[config.mk]
export PLATFORM = sky130hd
export DESIGN_NAME = if_fetch
export DESIGN_NICKNAME = d
export VERILOG_FILES = /design/src/rtl/if_fetch.sv
export SDC_FILE = /design/constraint.sdc
export NUM_CORES = 1
export LEC_CHECK = 0
export ABC_AREA = 1
export BUFFER_PORTS_ARGS = -buffer_cell sky130_fd_sc_hd__buf_2
export CAP_MARGIN = 20
export CORE_MARGIN = 1
export CORE_UTILIZATION = 42
export DETAILED_ROUTE_END_ITERATION = 6
export PLACE_DENSITY = 0.65
export SYNTH_ARGS = -nofsm -noshare
export SYNTH_HDL_FRONTEND = slang
export SYNTH_SLANG_ARGS = --single-unit
[constraint.sdc]
create_clock -name clk -period 4.5 [get_ports clk]
set_input_delay 0.9 -clock clk [delete_from_list [all_inputs] [get_ports clk]]
set_output_delay 0.9 -clock clk [all_outputs]
set_load 0.1 [all_outputs]
[src/rtl/if_fetch.sv]
// Instruction-fetch front end: owns the fetch PC, issues credit-limited word reads,
// buffers returned words and presents {pc, inst} to decode; redirects drop stale reads.
module if_fetch #(
    parameter logic [31:0] RESET_PC  = 32'h0000_0000,
    parameter int          BUF_DEPTH = 4
) (
    input  logic        clk,
    input  logic        rst,
    input  logic        i_redirect,
    input  logic [31:0] i_redirect_pc,
    output logic        o_imem_req,
    output logic [31:0] o_imem_addr,
    input  logic        i_imem_gnt,
    input  logic        i_imem_rvalid,
    input  logic [31:0] i_imem_rdata,
    output logic        o_valid,
    output logic [31:0] o_pc,
    output logic [31:0] o_inst,
    input  logic        i_ready
);

    localparam int          PW  = (BUF_DEPTH > 1) ? $clog2(BUF_DEPTH) : 1;
    localparam int          CW  = $clog2(BUF_DEPTH + 1);
    localparam logic [31:0] NOP = 32'h0000_0013;

    logic [31:0] fetch_pc_q, fetch_pc_d;
    logic [CW-1:0] out_q, out_d;
    logic [CW-1:0] drop_q, drop_d;
    logic [CW-1:0] cnt_q, cnt_d;
    logic [PW-1:0] head_q, head_d, tail_q, tail_d;
    logic [PW-1:0] pq_head_q, pq_head_d, pq_tail_q, pq_tail_d;

    logic [31:0] buf_pc_q   [BUF_DEPTH];
    logic [31:0] buf_inst_q [BUF_DEPTH];
    logic [31:0] pq_q       [BUF_DEPTH];

    logic          pop, accept, rsp, push;
    logic [CW:0]   credit;
    logic [1:0]    unused_rpc_bits;

    assign unused_rpc_bits = i_redirect_pc[1:0];

    function automatic logic [PW-1:0] nxt(input logic [PW-1:0] p);
        return (p == PW'(BUF_DEPTH - 1)) ? '0 : p + PW'(1);
    endfunction

    assign o_valid     = (cnt_q != '0);
    assign o_pc        = o_valid ? buf_pc_q[head_q] : 32'h0;
    assign o_inst      = o_valid ? buf_inst_q[head_q] : NOP;
    assign o_imem_addr = fetch_pc_q;

    // Credit counts in-flight reads plus buffered words, so a granted read always has a slot.
    assign pop        = o_valid & i_ready;
    assign credit     = {1'b0, out_q} + {1'b0, cnt_q} - {{CW{1'b0}}, pop};
    assign o_imem_req = rst & ~i_redirect & (credit < (CW+1)'(BUF_DEPTH));
    assign accept     = o_imem_req & i_imem_gnt;
    assign rsp        = i_imem_rvalid & (out_q != '0);
    assign push       = rsp & (drop_q == '0) & ~i_redirect;

    always_comb begin
        fetch_pc_d = fetch_pc_q;
        out_d      = out_q;
        drop_d     = drop_q;
        cnt_d      = cnt_q;
        head_d     = head_q;
        tail_d     = tail_q;
        pq_head_d  = pq_head_q;
        pq_tail_d  = pq_tail_q;

        if (accept) begin
            fetch_pc_d = fetch_pc_q + 32'd4;
            pq_tail_d  = nxt(pq_tail_q);
        end
        if (accept && !rsp) out_d = out_q + CW'(1);
        if (!accept && rsp) out_d = out_q - CW'(1);

        // Dropped words belong to a flushed PC queue, so they must not pop it.
        if (rsp && drop_q != '0) drop_d = drop_q - CW'(1);
        if (rsp && drop_q == '0) pq_head_d = nxt(pq_head_q);

        if (push) tail_d = nxt(tail_q);
        if (pop)  head_d = nxt(head_q);
        cnt_d = cnt_q + CW'(push) - CW'(pop);

        if (i_redirect) begin
            fetch_pc_d = {i_redirect_pc[31:2], 2'b00};
            drop_d     = out_d;
            cnt_d      = '0;
            head_d     = '0;
            tail_d     = '0;
            pq_head_d  = '0;
            pq_tail_d  = '0;
        end
    end

    always_ff @(posedge clk or negedge rst) begin
        if (!rst) begin
            fetch_pc_q <= RESET_PC;
            out_q      <= '0;
            drop_q     <= '0;
            cnt_q      <= '0;
            head_q     <= '0;
            tail_q     <= '0;
            pq_head_q  <= '0;
            pq_tail_q  <= '0;
        end else begin
            fetch_pc_q <= fetch_pc_d;
            out_q      <= out_d;
            drop_q     <= drop_d;
            cnt_q      <= cnt_d;
            head_q     <= head_d;
            tail_q     <= tail_d;
            pq_head_q  <= pq_head_d;
            pq_tail_q  <= pq_tail_d;
        end
    end

    // Storage needs no reset: occupancy is governed entirely by the pointers above.
    always_ff @(posedge clk) begin
        if (push) begin
            buf_pc_q[tail_q]   <= pq_q[pq_head_q];
            buf_inst_q[tail_q] <= i_imem_rdata;
        end
        if (accept) pq_q[pq_tail_q] <= fetch_pc_q;
    end

    a_rvalid_has_outstanding: assert property (
        @(posedge clk) disable iff (!rst) i_imem_rvalid |-> (out_q != '0));

endmodule
==> results.json, run 1 <==
{
  "worstMarginPinSlew_ns": 0.992,
  "placed_area_um2": 18700,
  "rsz0062_at_grt": "no",
  "reg2reg_depth": 13,
  "maxCapViolCount": 0,
  "cp.depth": 7,
  "antenna_found_initial": 1,
  "grt_max_degree": 81,
  "pwr-share-seq": 0.346,
  "swShare": 0.457,
  "cts_hold_buf": 0,
  "ys_seq_area_frac": 0.712,
  "syn_area_um2": 17200,
  "dpl.hpwl_um": 22800,
  "cts_resized": 0,
  "worstPathArrival_ns": 3.00,
  "fin_crit_sh": 0.866,
  "post-route-min-period_ns": 3.90,
  "total_power_mw": 14.2,
  "core_area_um2": 40000,
  "cts_made_buffers": 43,
  "netlist-cell-type-count": 42,
  "cts_buffer_depth": 3,
  "max_slew_margin": 0.338,
  "drc_errors": 0,
  "internal_power_mw": 7.70,
  "critPathSlowestCell": "dfrtp_4",
  "finalHoldViolCount": 0,
  "post_cts_buffers": 0,
  "grt_pass1_vias": 11019,
  "reg2reg_from": "out_q[0]",
  "hp-class": "flip-flop to flip-flop",
  "cts_tree": "yes",
  "die_h_um": 204,
  "startpoint": "head_q[0]",
  "layout.nets": 1699,
  "rows": 73,
  "syn_to_final_growth_pct": 16.9,
  "cts-root-buf": "clkbuf_16",
  "initial_core_util": 0.429,
  "vias_per_cell": 5.17,
  "clkPwrFrac": 0.252,
  "setup_viol": 0,
  "hold_start": "drop_q[1]",
  "cts_max_level": 2,
  "combPwrFrac": 0.401,
  "maxSlewViolCount": 0,
  "crit_family": "buffers and inverters",
  "wl_per_cell_um": 17.8,
  "cp_slowest_stage_delay_ns": 0.73,
  "power.density_nw_per_um2": 706,
  "crit_chain": "inv_2 > buf_4 > nor2_1 > nor2_1 > o21ai_0 > o311ai_1 > buf_2",
  "whs_path_depth": 2,
  "yosysWarnings": 0,
  "skew_ns": 0.0147,
  "critPathMaxFanout": 80,
  "dr.first_iter.drc_count": 687,
  "path_buf_inv": 3,
  "synth_area_per_cell_um2": 11.8,
  "grt_pass1_wl_um": 59800,
  "clock.fmax_ghz": 0.257,
  "drive_above_1_share": 0.174,
  "insertedDiodeCount": 0,
  "die_area_um2": 41700,
  "r2r-end": "cnt_q[2]",
  "end_kind": "output pin",
  "crit_type": "flip-flop to output pin",
  "grt_usage": 0.186,
  "synth_cells": 1454,
  "switchingPower_mw": 6.47,
  "required_ns": 3.60,
  "ant_nets": 0,
  "multi_input_area_um2": 4440,
  "grt.overflow.total": 0,
  "status": "finished, final reports clean",
  "fin_area_um2": 20100,
  "leakage_nw": 7.43,
  "cts.sinks": 415,
  "insertion_delay_ns": 0.55,
  "vdd_drop_max_uv": 358,
  "min_to": "drop_q[1]",
  "io_pins": 168,
  "rrSetupSlack_ns": 1.34,
  "ys_seq_elements": 415,
  "io_buffer_count": 161,
  "first_pass_iters": 5,
  "wl_um": 38500,
  "vias": 11200,
  "finalWeightedCongestion": 0.848,
  "die_w_um": 204,
  "fillers": 3517,
  "clkSlewWorstSetupHoldPaths_ns": 0.06,
  "cpMostUsedCell": "nor2_1",
  "cp-start-kind": "flip-flop",
  "ff_latch_area_um2": 12200
}
==> layout make-up <==
cell class | instances | area share
Tap cell | 525 | 0.0327
Clock buffer | 56 | 0.0571
Clock inverter | 24 | 0.0140
Multi-Input combinational cell | 899 | 0.221
Inverter | 64 | 0.0120
Sequential cell | 415 | 0.609
Timing Repair Buffer | 185 | 0.0541
==> power by group through the flow <==
stage | clock, mW | combinational, mW | sequential (mW)
final | 3.57 | 5.69 | 4.91
after global routing | 3.78 | 6.04 | 4.94
after detailed placement | 0 | 5.72 | 4.98
after floorplan | 0 | 4.19 | 5.31
after global placement | 0 | 5.66 | 4.97
after CTS | 3.65 | 5.73 | 4.91
==> how the worst max path moves through the flow <==
stage	end	slack, ns
floorplan	buf_inst_q[0][0]	-0.21
global placement	o_pc[27]	1.16
detailed placement	o_pc[27]	1.15
CTS	o_inst[0]	0.56
global route	o_pc[30]	0.35
finish	o_inst[0]	0.60
==> sequential cells by signal, indices dropped and copies added, names as in the netlist <==
| signal | count |
|---|---|
| buf_inst_q | 128 |
| pq_head_q | 2 |
| head_q | 2 |
| cnt_q | 3 |
| buf_pc_q | 120 |
| o_imem_addr | 30 |
| pq_tail_q | 2 |
| tail_q | 2 |
| pq_q | 120 |
| drop_q | 3 |
| out_q | 3 |
==> tightest hold or removal path, cell delays in order (launching register included) <==
cell and delay (ns):
dfrtp_1 0.35, o211ai_1 0.10, nand2_1 0.07
==> cell usage after synthesis (all sizes together) <==
| library cell | count | area, µm² |
|---|---|---|
| edfxtp | 368 | 11100 |
| nor2 | 342 | 1290 |
| o21ai | 189 | 950 |
| nand2 | 133 | 524 |
| a21oi | 67 | 339 |
| inv | 64 | 240 |
| clkbuf | 58 | 218 |
| dfrtp | 47 | 1180 |
| nand3 | 37 | 205 |
| o22ai | 30 | 188 |
| xor2 | 22 | 193 |
| buf | 21 | 113 |
| ha | 20 | 250 |
| o211ai | 12 | 90.1 |
| nand4 | 8 | 50.1 |
| nor3 | 7 | 45.0 |
| nor4 | 6 | 52.6 |
| o221ai | 6 | 52.6 |
| xnor2 | 6 | 52.6 |
| o311ai | 3 | 26.3 |
| a31oi | 1 | 6.26 |
| and2 | 1 | 8.76 |
| and3 | 1 | 6.26 |
| conb | 1 | 3.75 |
| fa | 1 | 20.0 |
| o31ai | 1 | 7.51 |
| or2 | 1 | 6.26 |
| or4 | 1 | 7.51 |
==> layout by cell type (no fill, tap or decap), types with 2 or more instances in the layout <==
cell | Yosys | layout
clkbuf_16 | 0 | 44
nand4_1 | 8 | 8
inv_1 | 58 | 57
clkbuf_1 | 58 | 12
nor2_4 | 1 | 6
edfxtp_1 | 368 | 368
nor2_1 | 340 | 331
clkinv_1 | 0 | 5
inv_2 | 6 | 7
clkinv_2 | 0 | 10
o21ai_0 | 187 | 187
ha_1 | 20 | 20
buf_12 | 0 | 8
a21oi_1 | 66 | 66
nand3_2 | 4 | 4
o22ai_1 | 30 | 30
nor2_2 | 1 | 5
bufinv_16 | 0 | 6
o311ai_1 | 0 | 3
o221ai_1 | 6 | 6
conb_1 | 1 | 4
o211ai_1 | 12 | 12
nor4_1 | 5 | 5
nand2_2 | 7 | 7
nand3_1 | 33 | 33
xnor2_1 | 6 | 6
nor3_2 | 2 | 2
nand2_1 | 125 | 125
buf_2 | 6 | 161
dfrtp_1 | 47 | 45
buf_4 | 5 | 16
xor2_1 | 22 | 22
nor3_1 | 5 | 5
==> metal layers <==
| metal | global-route usage | routed length, µm | part of all wire |
|---|---|---|---|
| met2 | 0.313 | 18400 | 0.48 |
| met4 | 0.0522 | 815 | 0.021 |
| met3 | 0.0367 | 2350 | 0.061 |
| met1 | 0.244 | 16900 | 0.44 |
| met5 | 0 | 16 | 0.00042 |
==> kinds of logic (layout without fill, tap and decap cells) <==
family,count (synthesis),count (layout),share of synthesized area
other cells,1,4,0.000218
compound gates,309,309,0.0966
fa+ha+maj,21,21,0.0157
flops,415,415,0.712
simple gates,537,537,0.128
xor+xnor,28,28,0.0143
buf+inv,143,329,0.0332
==> metrics by stage <==
| stage | hold WS [ns] | std cells | setup slack [ns] | utilization | setup TNS [ns] |
|---|---|---|---|---|---|
| floorplan | 0.503 | 1457 | -0.210 | - | -52.07 |
| global placement | 0.530 | 2088 | 1.16 | 0.466 | 0 |
| detailed placement | 0.541 | 2088 | 1.15 | 0.466 | 0 |
| CTS | 0.531 | 2168 | 0.560 | 0.502 | 0 |
| global route | 0.547 | 2168 | 0.349 | 0.502 | 0 |
| finish | 0.552 | 2168 | 0.603 | 0.502 | 0 |
Note: power is estimated with default switching activity, not from simulation.
==> run 2, diff against run 1 <==
- ABC_AREA: 1 -> 0
==> run 2 against run 1 <==
Against the previous run: critical path depth increased by 1; die area decreased by 2.1%; cell area decreased by 1.5%; clock skew increased by 0.0030 ns; synthesized area decreased by 2.1%; register-to-register slack got worse by 0.02 ns; largest cell class unchanged; global-route usage decreased by 1.7 points.
==> results.json, run 2 <==
{
  "dr.first_iter.drc_count": 463,
  "worstMarginPinSlew_ns": 0.822,
  "maxCapViolCount": 0,
  "grt_pass1_vias": 8976,
  "synth_area_leader_cell": "edfxtp_1",
  "rows": 72,
  "insertion_delay_ns": 0.57,
  "final_common_cell": "edfxtp_1",
  "end_kind": "output pin",
  "reg2reg_depth": 7,
  "post_cts_buffers": 0,
  "synth.most_common_cell": "edfxtp_1",
  "die_area_um2": 40800,
  "ys_seq_area_frac": 0.727,
  "dp_cells": 1562,
  "maxSlewViolCount": 0,
  "synth_edf_count": 368,
  "io_buffer_count": 161,
  "layout.nets": 1180,
  "cts_resized": 0,
  "initial_core_util": 0.430,
  "clock.fmax_ghz": 0.253,
  "synth_area_per_cell_um2": 18.7,
  "vias": 8642,
  "layout_common_cells": "368 x edfxtp_1, 161 x buf_2, 92 x mux4_2",
  "die_h_um": 202,
  "placed_area_um2": 18400,
  "fin_crit_sh": 0.877,
  "cts_tree": "yes",
  "drc_errors": 0,
  "die_w_um": 202,
  "largest_register": "buf_inst_q",
  "cts_max_level": 2,
  "drive_above_1_share": 0.324,
  "cts_hold_buf": 0,
  "largest_register_ffs": 128,
  "cts_buffer_depth": 3,
  "ys_top_cells_by_area": "edfxtp_1 66%, mux4_2 12%, dfrtp_1 7.0%",
  "wl_um": 33500,
  "synthArstFlopShare": 0.113,
  "ys_seq_elements": 415,
  "critPathMaxFanout": 19,
  "cts-root-buf": "clkbuf_16",
  "vdd_drop_max_uv": 310,
  "grt_max_degree": 51,
  "grt_pass1_wl_um": 52500,
  "synth_top_area_share": 0.657,
  "reg2reg_from": "out_q[0]",
  "core_area_um2": 39100,
  "finalWeightedCongestion": 0.778,
  "fin_cells": 1641,
  "fin_area_um2": 19800,
  "antenna_found_initial": 0,
  "synth_top_flop_cell": "edfxtp_1",
  "timing.hold.ws_ns": 0.461,
  "leakage_nw": 6.77,
  "dpl.hpwl_um": 20500,
  "setup_tns_ns": 0,
  "netlist-cell-type-count": 57,
  "rrSetupSlack_ns": 1.32,
  "cts_made_buffers": 43,
  "grt.overflow.total": 0,
  "crit_type": "flip-flop to output pin",
  "io_pins": 168,
  "skew_ns": 0.0177,
  "reg_top3": "buf_inst_q: 128 flops, buf_pc_q: 120 flops, pq_q: 120 flops",
  "rsz0062_at_grt": "no",
  "status": "finished, final reports clean",
  "power.density_nw_per_um2": 650,
  "r2r-end": "buf_inst_q[3][15]",
  "insertedDiodeCount": 0,
  "clkSlewWorstSetupHoldPaths_ns": 0.06,
  "syn_to_final_growth_pct": 17.6,
  "hp-class": "input port to asynchronous set/reset pin",
  "grt_usage": 0.169,
  "setup_viol": 0,
  "worstPathArrival_ns": 3.04,
  "synthTopCellsByCount": "368 x edfxtp_1, 92 x mux4_2, 67 x and2_1",
  "finalHoldViolCount": 0,
  "vias_per_cell": 5.27,
  "wl_per_cell_um": 20.4,
  "max_slew_margin": 0.452,
  "post-route-min-period_ns": 3.94,
  "ant_nets": 0,
  "yosysWarnings": 0,
  "synth_cells": 901,
  "syn_area_um2": 16800,
  "required_ns": 3.60,
  "cts.sinks": 415,
  "cp-start-kind": "flip-flop",
  "first_pass_iters": 4
}
run 2: cell count changes after synthesis, sizes merged, moves of 20 or more:
cell / delta
a21oi: -58
and2: +66
clkbuf: -36
inv: -44
mux4: +92
nand2: -83
nand3: -22
nor2: -321
o21ai: -164
o22ai: -30
xor2: -20
run 2: layout make-up:
| class | instances | area (µm²) |
|---|---|---|
| Fill cell | 3267 | 19300 |
| Sequential cell | 415 | 12200 |
| Multi-Input combinational cell | 424 | 4330 |
| Clock buffer | 52 | 1110 |
| Timing Repair Buffer | 185 | 1100 |
| Tap cell | 518 | 648 |
| Clock inverter | 27 | 283 |
| Inverter | 20 | 75.1 |
run 2: critical path, stage by stage (launching register included):
cell and delay (ns):
dfrtp_1 0.46, o31ai_4 0.34, or2_2 0.17, ha_1 0.23, nand4b_1 0.11, o311ai_2 0.17
o21bai_4 0.35, a21boi_2 0.21, buf_2 0.44
run 2: worst max-delay path by stage:
stage	startpoint	endpoint	slack [ns]	cells after the start
after floorplan	i_ready	o_imem_req	0.38	8
after global placement	i_ready	o_imem_req	0.63	9
after detailed placement	i_ready	o_imem_req	0.63	9
after CTS	cnt_q[2]	o_imem_req	0.52	8
after global routing	cnt_q[1]	o_imem_req	0.38	9
final	cnt_q[0]	o_imem_req	0.56	8
run 2: kinds of logic (layout without fill, tap and decap cells):
group / Yosys count / in the layout / synth area share
adder cells (fa/ha/maj): 21 / 21 / 0.0161
AO/OA/AOI/OAI: 81 / 81 / 0.0382
AND/OR/NAND/NOR: 201 / 201 / 0.0651
multiplexers: 97 / 97 / 0.126
flip-flops: 415 / 415 / 0.727
buffers and inverters: 65 / 284 / 0.0165
XOR/XNOR: 20 / 20 / 0.0104
other: 1 / 4 / 0.000223
run 2: metal layers:
metal,vias up,global-route usage,share of wire
li1,3946,-,-
met1,4410,0.239,0.45
met2,251,0.269,0.48
met3,35,0.0303,0.053
met4,0,0.0484,0.015
met5,-,0,0
run 2: report_power, final:
group	switching, mW	total, mW	internal (mW)
combinational	3.52	4.66	1.13
sequential	0.238	4.70	4.46
clock	1.45	3.51	2.06
run 2: per-stage QoR:
stage / total power [mW] / setup slack [ns] / util
global route: 13.4 / 0.375 / 0.506
CTS: 13.0 / 0.522 / 0.506
finish: 12.9 / 0.555 / 0.506
global placement: 9.46 / 0.626 / 0.470
floorplan: 8.59 / 0.380 / -
detailed placement: 9.50 / 0.625 / 0.470
